--- src/rtl/cacheline_adaptor.sv ---
`default_nettype none
// ============================================================================
// Module      : cacheline_adaptor
// Description : Bridges whole-line cache requests to a 4-beat burst memory
//               port, assembling read fills and serialising write-backs.
// Revision    : 1.0
// ============================================================================
module cacheline_adaptor #(
    parameter int s_line    = 256,
    parameter int s_burst   = 64,
    parameter int num_beats = s_line / s_burst
) (
    input  logic               clk,
    input  logic               rst,
    input  logic [s_line-1:0]  line_i,
    output logic [s_line-1:0]  line_o,
    input  logic [31:0]        address_i,
    input  logic               read_i,
    input  logic               write_i,
    output logic               resp_o,
    input  logic [s_burst-1:0] burst_i,
    output logic [s_burst-1:0] burst_o,
    output logic [31:0]        address_o,
    output logic               read_o,
    output logic               write_o,
    input  logic               resp_i
);

    localparam int          CNT_W     = (num_beats > 1) ? $clog2(num_beats) : 1;
    localparam logic [31:0] c_ADDR_MASK = 32'hFFFF_FFE0;

    typedef enum logic [1:0] {
        IDLE  = 2'd0,
        READ  = 2'd1,
        WRITE = 2'd2,
        DONE  = 2'd3
    } state_t;

    state_t              r_state;
    logic [CNT_W-1:0]    r_cnt;
    logic [31:0]         r_addr;
    logic [s_line-1:0]   r_rd_buf;
    logic [s_line-1:0]   r_wr_line;
    logic [s_line-1:0]   r_line_out;
    logic [s_line-1:0]   w_fill;
    logic                w_last;

    // Read buffer with the current beat merged in, so the final beat can be
    // published to line_o on the same edge it arrives.
    always_comb begin
        w_fill = r_rd_buf;
        w_fill[r_cnt*s_burst +: s_burst] = burst_i;
    end

    assign w_last = (r_cnt == CNT_W'(num_beats - 1));

    always_ff @(posedge clk) begin
        if (rst) begin
            r_state    <= IDLE;
            r_cnt      <= '0;
            r_addr     <= '0;
            r_rd_buf   <= '0;
            r_wr_line  <= '0;
            r_line_out <= '0;
        end else begin
            case (r_state)
                IDLE: begin
                    if (read_i) begin
                        r_addr  <= address_i;
                        r_cnt   <= '0;
                        r_state <= READ;
                    end else if (write_i) begin
                        r_addr    <= address_i;
                        r_wr_line <= line_i;
                        r_cnt     <= '0;
                        r_state   <= WRITE;
                    end
                end
                READ: begin
                    if (resp_i) begin
                        r_rd_buf <= w_fill;
                        r_cnt    <= r_cnt + CNT_W'(1);
                        if (w_last) begin
                            r_line_out <= w_fill;
                            r_state    <= DONE;
                        end
                    end
                end
                WRITE: begin
                    if (resp_i) begin
                        r_cnt <= r_cnt + CNT_W'(1);
                        if (w_last) begin
                            r_state <= DONE;
                        end
                    end
                end
                DONE: begin
                    r_state <= IDLE;
                end
                default: begin
                    r_state <= IDLE;
                end
            endcase
        end
    end

    assign line_o    = r_line_out;
    assign resp_o    = (r_state == DONE);
    assign read_o    = (r_state == READ);
    assign write_o   = (r_state == WRITE);
    assign address_o = ((r_state == READ) || (r_state == WRITE)) ? (r_addr & c_ADDR_MASK) : '0;
    assign burst_o   = (r_state == WRITE) ? r_wr_line[r_cnt*s_burst +: s_burst] : '0;

endmodule
`default_nettype wire

--- config.mk ---
export PLATFORM = sky130hd
export DESIGN_NAME = cacheline_adaptor
export DESIGN_NICKNAME = d
export VERILOG_FILES = /design/src/rtl/cacheline_adaptor.sv
export SDC_FILE = /design/constraint.sdc
export NUM_CORES = 2
export LEC_CHECK = 0
export ABC_CLOCK_PERIOD_IN_PS = 6100
export BUFFER_PORTS_ARGS = -buffer_cell sky130_fd_sc_hd__buf_2
export CORE_AREA = 2 2 273 275
export CTS_CLUSTER_SIZE = 16
export DETAILED_ROUTE_END_ITERATION = 8
export DIE_AREA = 0 0 275 277
export PLACE_DENSITY_LB_ADDON = 0.25
export SETUP_SLACK_MARGIN = 0.1
export SLEW_MARGIN = 5
export SYNTH_ARGS = -nofsm -noshare
export SYNTH_HDL_FRONTEND = slang
export SYNTH_SLANG_ARGS = --single-unit
--- constraint.sdc ---
create_clock -name clk -period 6.1 [get_ports clk]
set_input_delay 0.61 -clock clk [delete_from_list [all_inputs] [get_ports clk]]
set_output_delay 0.61 -clock clk [all_outputs]
set_load 0.05 [all_outputs]
==> results.md <==
* Hold buffer count at CTS at 0
* Longest individual stage delay on the worst path at 0.97 ns
* Via density per instance at 5.63
* Fraction of post-synthesis cell area in the top cell type by area at 50.6%
* CP Depth at 7
* Clk_lat worst skew at 0.64 ns
* Post-layout min period at 3.97 ns
* Synth Area in XOR/XNOR at 0%
* Cell count of the worst hold path at 3
* Worst clock skew at 0.0277 ns
* Final hold violation count at 0
* Ordered list of cells on the worst path: inv_1 > ha_2 > buf_4 > and2_2 > and4_2 > buf_4 > a22o_1
* Dominant combinational cell family by area after synthesis: compound AO/OA/AOI/OAI gates
* Drt total wl at 104000 µm
* Capturing element type of the critical path: flop
* Initial drt markers at 2679
* Wire length of the first global-routing pass at 155000 µm
* Placement row count at 100
* Critical path startpoint category: flop
* Post-route antenna net violation count at 0
* Synthesized cell area at 29100 µm²
* Average cell area after synthesis at 9.02 µm²
* Cells after Synth at 3225
* Arrival time worst endpoint at 4.53 ns
* Chip Height at 277 µm
* Vias in the first global route at 24900
* Layout cell share with drive strength beyond 1 at 25.2%
* Share of synthesized area occupied by flip-flops and latches at 50.6%
* Top cells by area in the synthesized netlist: sky130_fd_sc_hd__dfxtp_1 51%, sky130_fd_sc_hd__nand2_1 8.2%, sky130_fd_sc_hd__a21oi_1 7.1%
* Port buffer count at 701
* Class of the most critical hold timing path: in2reg
* Power per standard cell area at 362 nW/µm²
* Family of cells with the greatest summed delay on the critical path: buffers and inverters
* Cell taking the most area after synthesis: sky130_fd_sc_hd__dfxtp_1
* Buffer levels on the longest clock path at 3
* Unrepaired setup endpoints after global routing: false
* Most numerous cell on the critical path: sky130_fd_sc_hd__buf_4
* Most common cell after layout, fill and taps aside: sky130_fd_sc_hd__dfxtp_1
* Filler cell count at 7140
* Number of antenna violations at the first check in global routing at 28
* Nets@finish at 4066
* Number of gates resized after cts at 0
* Compound-gate portion of the synthesized area at 22.3%
* Achievable clock frequency at 252 MHz
* Post-layout instance area at 35200 µm²
* Maximum fanout encountered on the critical timing path at 67
* Total GRT Usage at 26.0%
* Maximum number of pins on one net before global-route repair at 200
* Final Max Tran Viols at 0
* Most frequent cells in the layout: 733 x sky130_fd_sc_hd__dfxtp_1, 700 x sky130_fd_sc_hd__buf_2, 633 x sky130_fd_sc_hd__nand2_1, 412 x sky130_fd_sc_hd__a21oi_1, 256 x sky130_fd_sc_hd__nor2_1
* DR vias at 26800
* Detailed-router iteration count before antenna repair at 5
* Post-DR wirelength/cell at 22.0 µm
* Status: finished clean
* Fin Hold WS at 0.216 ns
* CTS tree: yes
* Chip width at 275 µm
* Initial standard-cell utilization of the core at 39.6%
* Final worst path period share at 65.1%
* WS Path Type: reg2reg
* Drt drc at 0
* CTS Buf Count at 81
* Peak supply drop at 0.000283 V
* Setup TNS at 0 ns
* Total Die Area at 76200 µm²
* Synth-to-Final Area Change at 20.9%
* Simple-gate portion of the synthesized area at 15.8%
* Number of I/O pins at 712
* Proportion of synthesized area in mux cells at 5.02%
* Post-placement cell area at 32500 µm²
* Routability congestion estimate from global placement at 0.859
* Required time reported for the critical path endpoint at 6.65 ns
* # Post-CTS Setup Buffers at 0
* Number of H-tree branching levels at 3
* Total buffers and inverters traversed by the critical path at 3
* Flip-flop and latch count after synthesis at 735
* Clock transition at the register clock pins on the worst setup and hold paths after CTS at 0.06 ns
* Clock sinks at 735
* Worst rel slew slack at 21.7%
* Transition at the pin with the smallest max-transition slack at 1.17 ns
* Reg-to-reg slack, setup at 2.13 ns
* Final setup viols at 0
* Adder-cell share of the synthesized area at 0.473%
* Total power at 12.7 mW
* Root buffer selected by CTS: sky130_fd_sc_hd__clkbuf_16
* Total overflow reported by the global router at 0
* Count of warnings emitted by yosys at 0
* Core Footprint at 73600 µm²
* Max-cap check violation count at 0
* Slowest library cell on the worst path: sky130_fd_sc_hd__and4_2
* Dpl hpwl at 63100 µm
* Leak pwr at 14.3 nW
* Worst-case reg-to-reg path depth at 7
* Number of distinct library cells after synthesis at 41
[final cells by class]
class                           instances  area [µm²]  share of cell area, %
Timing Repair Buffer                  731        3790                   10.8
Sequential cell                       735       14700                   41.8
Clock buffer                          116        2370                   6.73
Inverter                                8        35.0                 0.0995
Antenna cell                           19        47.5                  0.135
Tap cell                              969        1210                   3.44
Clock inverter                         32         270                  0.768
Multi-Input combinational cell       2141       12700                   36.2
[path summary, 6_finish.rpt]
path                            endpoint                    start
min reg2reg      r_addr[12]$_SDFFE_PP0P_  r_addr[12]$_SDFFE_PP0P_
max reg2reg   r_rd_buf[141]$_SDFFE_PP0P_    r_cnt[0]$_SDFFE_PP0P_
min          r_wr_line[202]$_SDFFE_PP0P_              line_i[202]
max           r_rd_buf[141]$_SDFFE_PP0P_    r_cnt[0]$_SDFFE_PP0P_
[where the power goes]
| part | switching [mW] | internal [mW] |
|---|---|---|
| Sequential | 0.189 | 5.06 |
| Combinational | 1.94 | 0.714 |
| Clock | 2.09 | 2.73 |
| Total | 4.22 | 8.51 |
[Yosys cell counts, drive strengths merged]
library cell and instances:
and4 1, a22o 64, mux4 64, nand2 633
inv 8, o41ai 2, conb 1, buf 179
nor2b 1, a221oi 128, nand3 5, ha 11
nand4b 64, a32oi 192, a2111o 1, a21oi 413
o31ai 1, and2 93, and4b 1, nor2 256
mux2i 2, nand3b 1, o311ai 2, and3 1
and2b 1, and3b 1, nor3 1, and4bb 1
o21a 1, o211ai 1, dfxtp 735, nor3b 1
clkbuf 166, o21ai 193
[layer usage]
| layer | global-route usage, % | wire length, µm | vias up |
|---|---|---|---|
| met5 | 0 | 46 | - |
| met4 | 9.80 | 3410 | 8 |
| met3 | 6.68 | 9550 | 171 |
| met2 | 41.3 | 48300 | 1074 |
| met1 | 33.7 | 43100 | 13000 |
| li1 | - | - | 12500 |
[through the flow]
| stage | util (%) | std cells | setup WS, ns |
|---|---|---|---|
| finish | 47.8 | 4751 | 2.13 |
| global route | 47.8 | 4742 | 1.87 |
| detailed placement | 44.2 | 4584 | 2.13 |
| floorplan | - | 3229 | 3.64 |
| CTS | 47.8 | 4732 | 2.08 |
| global placement | 44.2 | 4584 | 2.17 |
[worst min-delay path, delay by kind of cell]
family | cells | cell delay [ns]
AOI/OAI and AO/OA | 1 | 0.05
and+or+nand+nor | 1 | 0.04
buffers and inverters | 1 | 0.09
[registers in the layout, indices dropped and copies added (netlist names)]
register   flops
r_state        2
r_cnt          2
r_rd_buf     192
r_wr_line    256
r_addr        27
line_o       256
[cell families after synthesis]
| logic type | count (synthesis) |
|---|---|
| AO/OA/AOI/OAI | 998 |
| adder cells (fa/ha/maj) | 11 |
| buffers and inverters | 353 |
| flip-flops | 735 |
| multiplexers | 66 |
| other | 1 |
| AND/OR/NAND/NOR | 1061 |
No activity file was read; power rests on OpenSTA's default activity.
